$ cat src/rtl/adc_ltc2308_responder.sv
`default_nettype none
// ============================================================================
// Module   : adc_ltc2308_responder
// Purpose  : SPI-side model of the LTC2308 8-channel 12-bit ADC. Answers the
//            adc_control master: a CONVST (ADC_CS_N) rising edge samples one
//            channel of CH_VALUES, and the result is then shifted out MSB
//            first on ADC_DOUT while six config bits are taken from ADC_DIN.
//            A committed config selects the conversion for the next frame.
// Ports    : CLOCK, RESET       system clock, synchronous active-high reset
//            ADC_SCLK/CS_N/DIN  master-side serial inputs (asynchronous)
//            ADC_DOUT           serial result, MSB first
//            CH_VALUES          8 x 12-bit channel values, CH n at [12n+11:12n]
//            BUSY               high while converting
//            FRAME_COUNT        completed 12-bit frames (wraps)
//            LAST_CONFIG        committed {S/D,O/S,S1,S0,UNI,SLP}
//            PROTO_ERR          sticky protocol-violation flag
// Options  : define ADC_RESP_PROTOCOL_CHECK_EN to enable PROTO_ERR detection;
//            otherwise PROTO_ERR is tied low.
// Revision : 1.0 - initial release
// ============================================================================
module adc_ltc2308_responder #(
    parameter int CONV_CYCLES = 80,
    parameter int SYNC_STAGES = 2
) (
    input  logic        CLOCK,
    input  logic        RESET,
    input  logic        ADC_SCLK,
    input  logic        ADC_CS_N,
    input  logic        ADC_DIN,
    output logic        ADC_DOUT,
    input  logic [95:0] CH_VALUES,
    output logic        BUSY,
    output logic [15:0] FRAME_COUNT,
    output logic [5:0]  LAST_CONFIG,
    output logic        PROTO_ERR
);

    localparam int               c_cnt_w     = $clog2(CONV_CYCLES + 1);
    localparam logic [c_cnt_w-1:0] c_conv_last = c_cnt_w'(CONV_CYCLES - 1);
    localparam logic [5:0]       c_cfg_reset = 6'b100010;

    typedef enum logic [2:0] {
        S_IDLE    = 3'd0,
        S_CONVERT = 3'd1,
        S_WAIT_CS = 3'd2,
        S_SHIFT   = 3'd3,
        S_DONE    = 3'd4
    } state_t;

    // ------------------------------------------------------------------
    // Input synchronisers and edge detection
    // ------------------------------------------------------------------
    logic [SYNC_STAGES-1:0] r_sclk_sync;
    logic [SYNC_STAGES-1:0] r_cs_sync;
    logic [SYNC_STAGES-1:0] r_din_sync;
    logic                   r_sclk_prev;
    logic                   r_cs_prev;

    logic w_sclk, w_cs, w_din;
    logic w_sclk_rise, w_sclk_fall, w_cs_rise, w_cs_fall;

    // CS_N chain resets high (its idle level) so a master holding CONVST high
    // through reset does not look like a fresh rising edge afterwards.
    always_ff @(posedge CLOCK) begin
        if (RESET) begin
            r_sclk_sync <= '0;
            r_cs_sync   <= '1;
            r_din_sync  <= '0;
            r_sclk_prev <= 1'b0;
            r_cs_prev   <= 1'b1;
        end else begin
            r_sclk_sync <= {r_sclk_sync[SYNC_STAGES-2:0], ADC_SCLK};
            r_cs_sync   <= {r_cs_sync[SYNC_STAGES-2:0], ADC_CS_N};
            r_din_sync  <= {r_din_sync[SYNC_STAGES-2:0], ADC_DIN};
            r_sclk_prev <= w_sclk;
            r_cs_prev   <= w_cs;
        end
    end

    assign w_sclk      = r_sclk_sync[SYNC_STAGES-1];
    assign w_cs        = r_cs_sync[SYNC_STAGES-1];
    assign w_din       = r_din_sync[SYNC_STAGES-1];
    assign w_sclk_rise =  w_sclk & ~r_sclk_prev;
    assign w_sclk_fall = ~w_sclk &  r_sclk_prev;
    assign w_cs_rise   =  w_cs   & ~r_cs_prev;
    assign w_cs_fall   = ~w_cs   &  r_cs_prev;

    // ------------------------------------------------------------------
    // Conversion result: single-ended channel number is {S1,S0,O/S}
    // ------------------------------------------------------------------
    function automatic logic [11:0] f_result(input logic [5:0] cfg, input logic [95:0] vals);
        logic [2:0]  ch;
        logic [11:0] v;
        ch = {cfg[3], cfg[2], cfg[4]};
        v  = vals[12*ch +: 12];
        if (!cfg[5])
            v = 12'h000;
        else if (!cfg[1])
            v = v ^ 12'h800;
        return v;
    endfunction

    // ------------------------------------------------------------------
    // Main state machine
    // ------------------------------------------------------------------
    state_t               r_state;
    logic [c_cnt_w-1:0]   r_conv_cnt;
    logic [11:0]          r_shift;
    logic [3:0]           r_k;
    logic [2:0]           r_cfg_cnt;
    logic [5:0]           r_cfg_shift;
    logic [5:0]           r_last_cfg;
    logic [15:0]          r_frame_count;
    logic                 r_dout;
    logic                 r_busy;
    logic [5:0]           w_cfg_next;

    // Config committed at CS_N rise only when a full 6-bit word arrived.
    assign w_cfg_next = (r_cfg_cnt == 3'd6) ? r_cfg_shift : r_last_cfg;

    always_ff @(posedge CLOCK) begin
        if (RESET) begin
            r_state       <= S_IDLE;
            r_conv_cnt    <= '0;
            r_shift       <= 12'h000;
            r_k           <= 4'd0;
            r_cfg_cnt     <= 3'd0;
            r_cfg_shift   <= 6'd0;
            r_last_cfg    <= c_cfg_reset;
            r_frame_count <= 16'd0;
            r_dout        <= 1'b0;
            r_busy        <= 1'b0;
        end else if (w_cs_rise) begin
            // CONVST wins over everything else, including an unfinished frame.
            r_last_cfg <= w_cfg_next;
            r_shift    <= f_result(w_cfg_next, CH_VALUES);
            r_cfg_cnt  <= 3'd0;
            r_k        <= 4'd0;
            r_dout     <= 1'b0;
            r_busy     <= 1'b1;
            r_conv_cnt <= '0;
            r_state    <= S_CONVERT;
        end else begin
            case (r_state)
                S_IDLE: begin
                    r_dout <= 1'b0;
                end
                S_CONVERT: begin
                    if (r_conv_cnt == c_conv_last) begin
                        r_busy     <= 1'b0;
                        r_conv_cnt <= '0;
                        if (!w_cs) begin
                            r_state <= S_SHIFT;
                            r_dout  <= r_shift[11];
                        end else begin
                            r_state <= S_WAIT_CS;
                        end
                    end else begin
                        r_conv_cnt <= r_conv_cnt + 1'b1;
                    end
                end
                S_WAIT_CS: begin
                    if (w_cs_fall) begin
                        r_state <= S_SHIFT;
                        r_dout  <= r_shift[11];
                        r_k     <= 4'd0;
                    end
                end
                S_SHIFT: begin
                    if (w_sclk_fall) begin
                        if (r_k == 4'd11) begin
                            r_dout        <= 1'b0;
                            r_k           <= 4'd12;
                            r_frame_count <= r_frame_count + 16'd1;
                            r_state       <= S_DONE;
                        end else begin
                            r_k     <= r_k + 4'd1;
                            r_dout  <= r_shift[10];
                            r_shift <= {r_shift[10:0], 1'b0};
                        end
                    end
                    if (w_sclk_rise && (r_cfg_cnt < 3'd6)) begin
                        r_cfg_shift <= {r_cfg_shift[4:0], w_din};
                        r_cfg_cnt   <= r_cfg_cnt + 3'd1;
                    end
                end
                S_DONE: begin
                    r_dout <= 1'b0;
                end
                default: begin
                    r_state <= S_IDLE;
                end
            endcase
        end
    end

    assign ADC_DOUT    = r_dout;
    assign BUSY        = r_busy;
    assign FRAME_COUNT = r_frame_count;
    assign LAST_CONFIG = r_last_cfg;

`ifdef ADC_RESP_PROTOCOL_CHECK_EN
    logic r_proto_err;

    always_ff @(posedge CLOCK) begin
        if (RESET) begin
            r_proto_err <= 1'b0;
        end else if (((r_state == S_CONVERT) && (w_sclk_rise || w_sclk_fall || w_cs_rise)) ||
                     ((r_state == S_SHIFT) && w_cs_rise && (r_k < 4'd12))) begin
            r_proto_err <= 1'b1;
        end
    end

    assign PROTO_ERR = r_proto_err;
`else
    assign PROTO_ERR = 1'b0;
`endif

endmodule
`default_nettype wire

$ cat config.mk
export PLATFORM = sky130hd
export DESIGN_NAME = adc_ltc2308_responder
export DESIGN_NICKNAME = d
export VERILOG_FILES = /design/src/rtl/adc_ltc2308_responder.sv
export SDC_FILE = /design/constraint.sdc
export NUM_CORES = 1
export LEC_CHECK = 0
export CAP_MARGIN = 30
export CORE_UTILIZATION = 25
export CTS_BUF_LIST = sky130_fd_sc_hd__clkbuf_8
export CTS_CLUSTER_DIAMETER = 150
export CTS_CLUSTER_SIZE = 24
export DETAILED_ROUTE_END_ITERATION = 6
export HOLD_SLACK_MARGIN = 0.06
export PLACE_DENSITY_LB_ADDON = 0.15
export RECOVER_POWER = 25
export SETUP_SLACK_MARGIN = 0.3
export SLEW_MARGIN = 25
export SYNTH_ARGS = -nofsm -noshare
export SYNTH_HDL_FRONTEND = slang
export SYNTH_SLANG_ARGS = --single-unit
$ cat constraint.sdc
create_clock -name CLOCK -period 2.4 [get_ports CLOCK]
set_input_delay 0.36 -clock CLOCK [delete_from_list [all_inputs] [get_ports CLOCK]]
set_output_delay 0.36 -clock CLOCK [all_outputs]
set_load 0.02 [all_outputs]
==> impl_metrics.tcl, run 1 <==
set metrics [dict create \
    grt_setup_unrepaired "no" \
    htree_levels 3 \
    min_path_cells 1 \
    track_usage_pct 15.6 \
    die_h_um 128 \
    overflow 0 \
    end_kind "flip-flop" \
    grt_pass1_wl_um 20000 \
    max_clock_freq_ghz 0.490 \
    dpl.hpwl_um 9110 \
    gp_congestion 0.820 \
    min_period_ns 2.04 \
    start_util_pct 25.8 \
    grt_max_degree 39 \
    yosysTopAreaCell "dfxtp_1" \
    portBuffers 124 \
    setup_viol_count_final 0 \
    row_count 45 \
    dr_total_vias 3850 \
    numCtsBuffers 9 \
    p_clk_share_pct 38.6 \
    avgRoutedWirePerCell_um 15.8 \
    ys_dominant_reg_cell "dfxtp_1" \
    antenna_found_initial 0 \
    layout-drive-gt1-share_pct 14.2 \
    crit_type "reg2reg" \
    power.static_leakage_nw 2.22 \
    synth_cells 450 \
    clk_path_buf_depth 2 \
    synth_edf_count 0 \
    synth_mux_area_share_pct 13.7 \
    p_seq_share_pct 47.3 \
    synth-seq-area-share_pct 33.9 \
    insertion_delay_ns 0.35 \
    postCtsHoldBufs 0 \
    synthAdderAreaFrac_pct 2.22 \
    min_period_over_period_pct 85.0 \
    worst_ep_required_time_ns 2.60 \
    diodes 0 \
    final_antenna_net_count 0 \
    finalHoldViolCount 0 \
    routed_wl_um 12600 \
    nFillCells 1610 \
    crit_path_max_fanout 10 \
    ys_types 62 \
    crit_path_start_kind "flip-flop" \
    synth_compound_area_share_pct 18.2 \
    synth.area.top_cells "dfxtp_1 34%, mux2i_1 6.8%, mux2_1 5.1%" \
    synth_top_family_by_area "simple AND/OR/NAND/NOR gates" \
    cp.arrival_ns 2.24 \
    hold_ws_ns 0.412 \
    p_per_area_nw_per_um2 405 \
    dp_cells 777 \
    dr.pass1.iters 4 \
    min-delay-path-class "reg2reg" \
    slew_headroom_pct 45.0 \
    viasPerCell 4.80 \
    irDropWorstVdd_mv 0.265 \
    yosysWarnings 0 \
    swShare_pct 23.7 \
    power_w 0.00242 \
    synthSimpleGateAreaFrac_pct 23.1 \
    internal_power_w 0.00185 \
    status "completed" \
    stdcell_count 802 \
    syn_avg_cell_area_um2 8.78 \
    ioPinCount 126 \
    switchingPower_w 0.000575 \
    synthesis.area_um2 3950 \
    root_buffer "clkbuf_8" \
    worstRegToRegCells 8 \
    nets 695 \
    yosys.area.top_type_share_pct 33.9 \
    slew_viol_final 0 \
    syn_nets 558 \
    tightest_slew_ns 0.825 \
    fin_setup_tns_ns 0 \
    synth_xor_area_share_pct 3.55 \
    grt_pass1_vias 3910 \
    core-area_um2 15300 \
    maxCapViolCount 0 \
    cts_tree "built" \
    drc 0 \
    areaGrowthSynthToFinish_pct 51.2 \
    skew_ns 0.0133 \
    ys_async_sr_fraction_pct 0 \
    drt_iter0_drc 229 \
    pwr-share-comb_pct 14.0 \
    synth_seq_cells 67 \
    dieArea_um2 16300 \
    clk_pin_slew_ns 0.08 \
    cts.sink_count 67 \
    fp.dieW_um 128 \
    seq_area_um2 1350 \
    multi_input_area_um2 2550 \
]
## power by group through the flow
stage	Sequential (W)	Combinational [W]	Clock, W
after floorplan	0.00117	0.000128	0
final	0.00115	0.000340	0.000936
after CTS	0.00115	0.000343	0.000978
after global placement	0.00117	0.000336	0
after global routing	0.00115	0.000369	0.00102
after detailed placement	0.00117	0.000336	0
## logic make-up after synthesis
logic type | count (synthesis)
buffers and inverters | 49
xor gates and xnor gates | 16
other | 1
DFF | 67
adders and majority gates | 7
and+or+nand+nor | 163
muxes | 50
AOI/OAI and AO/OA | 97
## cell usage after synthesis, types with 7 or more instances
library cell	n
dfxtp_1	67
nor2_1	45
and3_1	27
mux2i_1	27
a21oi_1	19
clkbuf_1	19
mux2_1	18
inv_1	17
nand2_1	17
a211oi_1	14
nand3_1	12
a211o_1	11
o21ai_0	10
xnor2_1	10
buf_2	9
nor2b_1	9
nor3_1	9
o221ai_1	9
o32ai_1	9
ha_1	7
nand4_1	7
## worst paths after layout
path                                     end    startpoint  slack, ns
worst max register to register    r_shift[0]  r_cfg_cnt[0]       0.36
worst min-delay path            r_cs_sync[1]  r_cs_sync[0]       0.41
worst min register to register  r_cs_sync[1]  r_cs_sync[0]       0.41
worst max-delay path              r_shift[0]  r_cfg_cnt[0]       0.36
## worst max-delay path, stage by stage (launching register included)
cell and delay [ns]:
dfxtp_2 0.34, inv_1 0.07, ha_4 0.18, buf_6 0.14, nand2_8 0.12, mux2i_4 0.25, mux4_2 0.51, o2111ai_1 0.20
a21oi_1 0.09
## cell usage in the layout (no fill, tap or decap), drive strengths merged, types with 3 or more instances in the layout
cell,n
a211oi,14
nor2b,9
xor2,6
nor4,3
inv,18
or3,3
buf,29
and2,3
nor2,45
xnor2,10
o32ai,9
and3,27
mux2,22
nor3b,3
or4,5
clkdlybuf4s50,121
nand2,19
o221ai,9
dfxtp,67
ha,7
clkbuf,12
nand4,7
a211o,11
nor3,10
nand3,13
dlygate4sd3,3
a21oi,19
clkinv,3
or2,5
a31oi,4
mux2i,27
o211ai,3
o21ai,10
## routing by layer
metal  part of all wire (%)  up-vias  track usage, %
li1                       -     1933               -
met1                     45     1793            19.5
met2                     46      111            26.0
met3                    6.8       13            4.47
met4                    1.4        0            4.98
met5                      0        -               0
## registers in the layout, indices dropped and copies added, names as in the netlist, 2 cells and up
signal / cells
r_shift: 12
FRAME_COUNT: 16
r_cfg_cnt: 3
r_cs_sync: 2
r_din_sync: 2
r_state: 3
r_sclk_sync: 2
r_conv_cnt: 7
LAST_CONFIG: 6
r_cfg_shift: 6
r_k: 4
## what timing repair did
| action | in CTS | in global routing |
|---|---|---|
| cloned | 3 | 0 |
| pin swaps | 2 | 4 |
| buffers inserted | 5 | 2 |
| resized for setup | 19 | 13 |
| endpoints found under the setup margin | 8 | 22 |
## layout make-up
class	count	area share (%)
Inverter	18	1.13
Clock inverter	5	0.921
Clock buffer	10	2.30
Sequential cell	67	22.5
Multi-Input combinational cell	334	42.6
Tap cell	211	4.42
Timing Repair Buffer	157	26.1
## metrics by stage
step | area (um^2) | util, % | setup slack, ns
global placement | 5500 | 35.9 | 0.274
finish | 5980 | 39.0 | 0.361
detailed placement | 5500 | 35.9 | 0.205
CTS | 5910 | 38.6 | 0.307
global route | 5980 | 39.0 | 0.267
floorplan | 3950 | - | 0.351
Note: power is estimated with default switching activity, not from simulation.
==> run 2, diff against run 1 <==
==> constraint.sdc (replaced) <==
create_clock -name CLOCK -period 1.9 [get_ports CLOCK]
set_input_delay 0.285 -clock CLOCK [delete_from_list [all_inputs] [get_ports CLOCK]]
set_output_delay 0.285 -clock CLOCK [all_outputs]
set_load 0.02 [all_outputs]
==> impl_metrics.tcl, run 2 (synthesis results as in run 1) <==
set metrics [dict create \
    start_util_pct 25.8 \
    finalHoldViolCount 0 \
    fp.dieW_um 128 \
    slew_headroom_pct 65.5 \
    worstRegToRegCells 8 \
    crit_start "r_cfg_cnt[0]" \
    p_per_area_nw_per_um2 475 \
    setup_viol_count_final 5 \
    hold_ws_ns 0.418 \
    gp_congestion 0.827 \
    antenna_found_initial 0 \
    htree_levels 3 \
    ioPinCount 126 \
    r2r-end "r_shift[1]" \
    violations "setup timing" \
    final_common_cell "clkdlybuf4s50_1" \
    dieArea_um2 16300 \
    clk_path_buf_depth 2 \
    track_usage_pct 16.7 \
    layout_common_cells "99 x clkdlybuf4s50_1, 56 x dfxtp_1, 44 x nor2_1" \
    numCtsBuffers 9 \
    crit_path_max_fanout 7 \
    min-delay-start "r_cs_sync[0]" \
    irDropWorstVdd_mv 0.377 \
    core-area_um2 15300 \
    avgRoutedWirePerCell_um 16.4 \
    reg2reg_slack_ns -0.09 \
    crit_path_start_kind "flip-flop" \
    grt_pass1_wl_um 21400 \
    power.static_leakage_nw 2.75 \
    largest_reg_flops 16 \
    diodes 0 \
    end_kind "flip-flop" \
    cts_tree "built" \
    slew_viol_final 0 \
    worst_ep_required_time_ns 2.16 \
    cts.sink_count 67 \
    min-delay-path-class "reg2reg" \
    drt_iter0_drc 154 \
    layout-drive-gt1-share_pct 29.2 \
    final_antenna_net_count 0 \
    dpl.hpwl_um 9780 \
    setup_ws_ns -0.0912 \
    status "finished, violations left" \
    routed_wl_um 13700 \
    min_path_cells 1 \
    grt_max_degree 39 \
    skew_ns 0.0108 \
    row_count 45 \
    dr_total_vias 4077 \
    clk_pin_slew_ns 0.07 \
    hold-path-endpoint "r_cs_sync[1]" \
    overflow 0 \
    dr.pass1.iters 5 \
    nets 728 \
    timing.rr.start "r_cfg_cnt[0]" \
    areaGrowthSynthToFinish_pct 70.1 \
    grt_pass1_vias 4087 \
    grt_setup_unrepaired "yes" \
    min_period_over_period_pct 105 \
    power_w 0.00320 \
    root_buffer "clkbuf_8" \
    tightest_slew_ns 0.516 \
    final_util_pct 43.9 \
    portBuffers 124 \
    drc 0 \
    viasPerCell 4.89 \
    die_h_um 128 \
    insertion_delay_ns 0.35 \
    fin_setup_tns_ns -0.130 \
    crit_type "reg2reg" \
    max_clock_freq_ghz 0.502 \
    cp.arrival_ns 2.25 \
    maxCapViolCount 0 \
    min_period_ns 1.99 \
]
==> run 2: final cells by class <==
| cell class | instances | area, um^2 |
|---|---|---|
| clock inverter | 5 | 72.6 |
| tap | 211 | 264 |
| timing repair buffer | 190 | 1880 |
| clock buffer | 9 | 124 |
| multi-input combinational | 334 | 2960 |
| sequential | 67 | 1360 |
| inverter | 18 | 67.6 |
| fill | 1507 | 8590 |
==> run 2: critical path, stage by stage, from the launching register on <==
cell	delay, ns
dfxtp_2	0.33
inv_2	0.04
ha_4	0.17
buf_12	0.14
and4b_2	0.22
a31oi_4	0.21
a211oi_2	0.05
or4_4	0.52
a221oi_2	0.22
==> run 2: power by group <==
| group | internal (W) | total, W | switching [W] |
|---|---|---|---|
| registers | 0.00143 | 0.00145 | 0.0000188 |
| logic | 0.000316 | 0.000497 | 0.000181 |
| clock network | 0.000713 | 0.00125 | 0.000539 |
==> run 2: repair_timing <==
| action | CTS | global route |
|---|---|---|
| setup endpoints to repair | 55 | 41 |
| setup buffers | 9 | 6 |
| hold buffers | 0 | 0 |
| pin swaps | 27 | 27 |
| resized for setup | 96 | 44 |
| gates cloned | 4 | 0 |
==> run 2: worst max-delay path by stage <==
stage	endpoint	cells after the start
6_report	r_shift[1]	8
5_1_grt	r_shift[1]	8
4_1_cts	r_shift[1]	8
3_5_place_dp	r_shift[1]	8
3_3_place_gp	r_shift[1]	8
2_1_floorplan	r_shift[1]	8
==> run 2: through the flow <==
stage               cell area (um^2)  std cells  setup WS (ns)
finish                          6720        834        -0.0912
CTS                             6500        828        -0.0487
global route                    6720        834         -0.171
detailed placement              5870        801        -0.0650
floorplan                       4140        450        -0.0171
global placement                5870        801        -0.0223
==> run 2: per-layer routing <==
layer,share of wire [%],track usage [%],up-vias
met2,48,28.2,105
met1,45,21.1,1945
met5,0,0,-
li1,-,-,2008
met4,1.9,6.37,0
met3,4.6,3.09,19
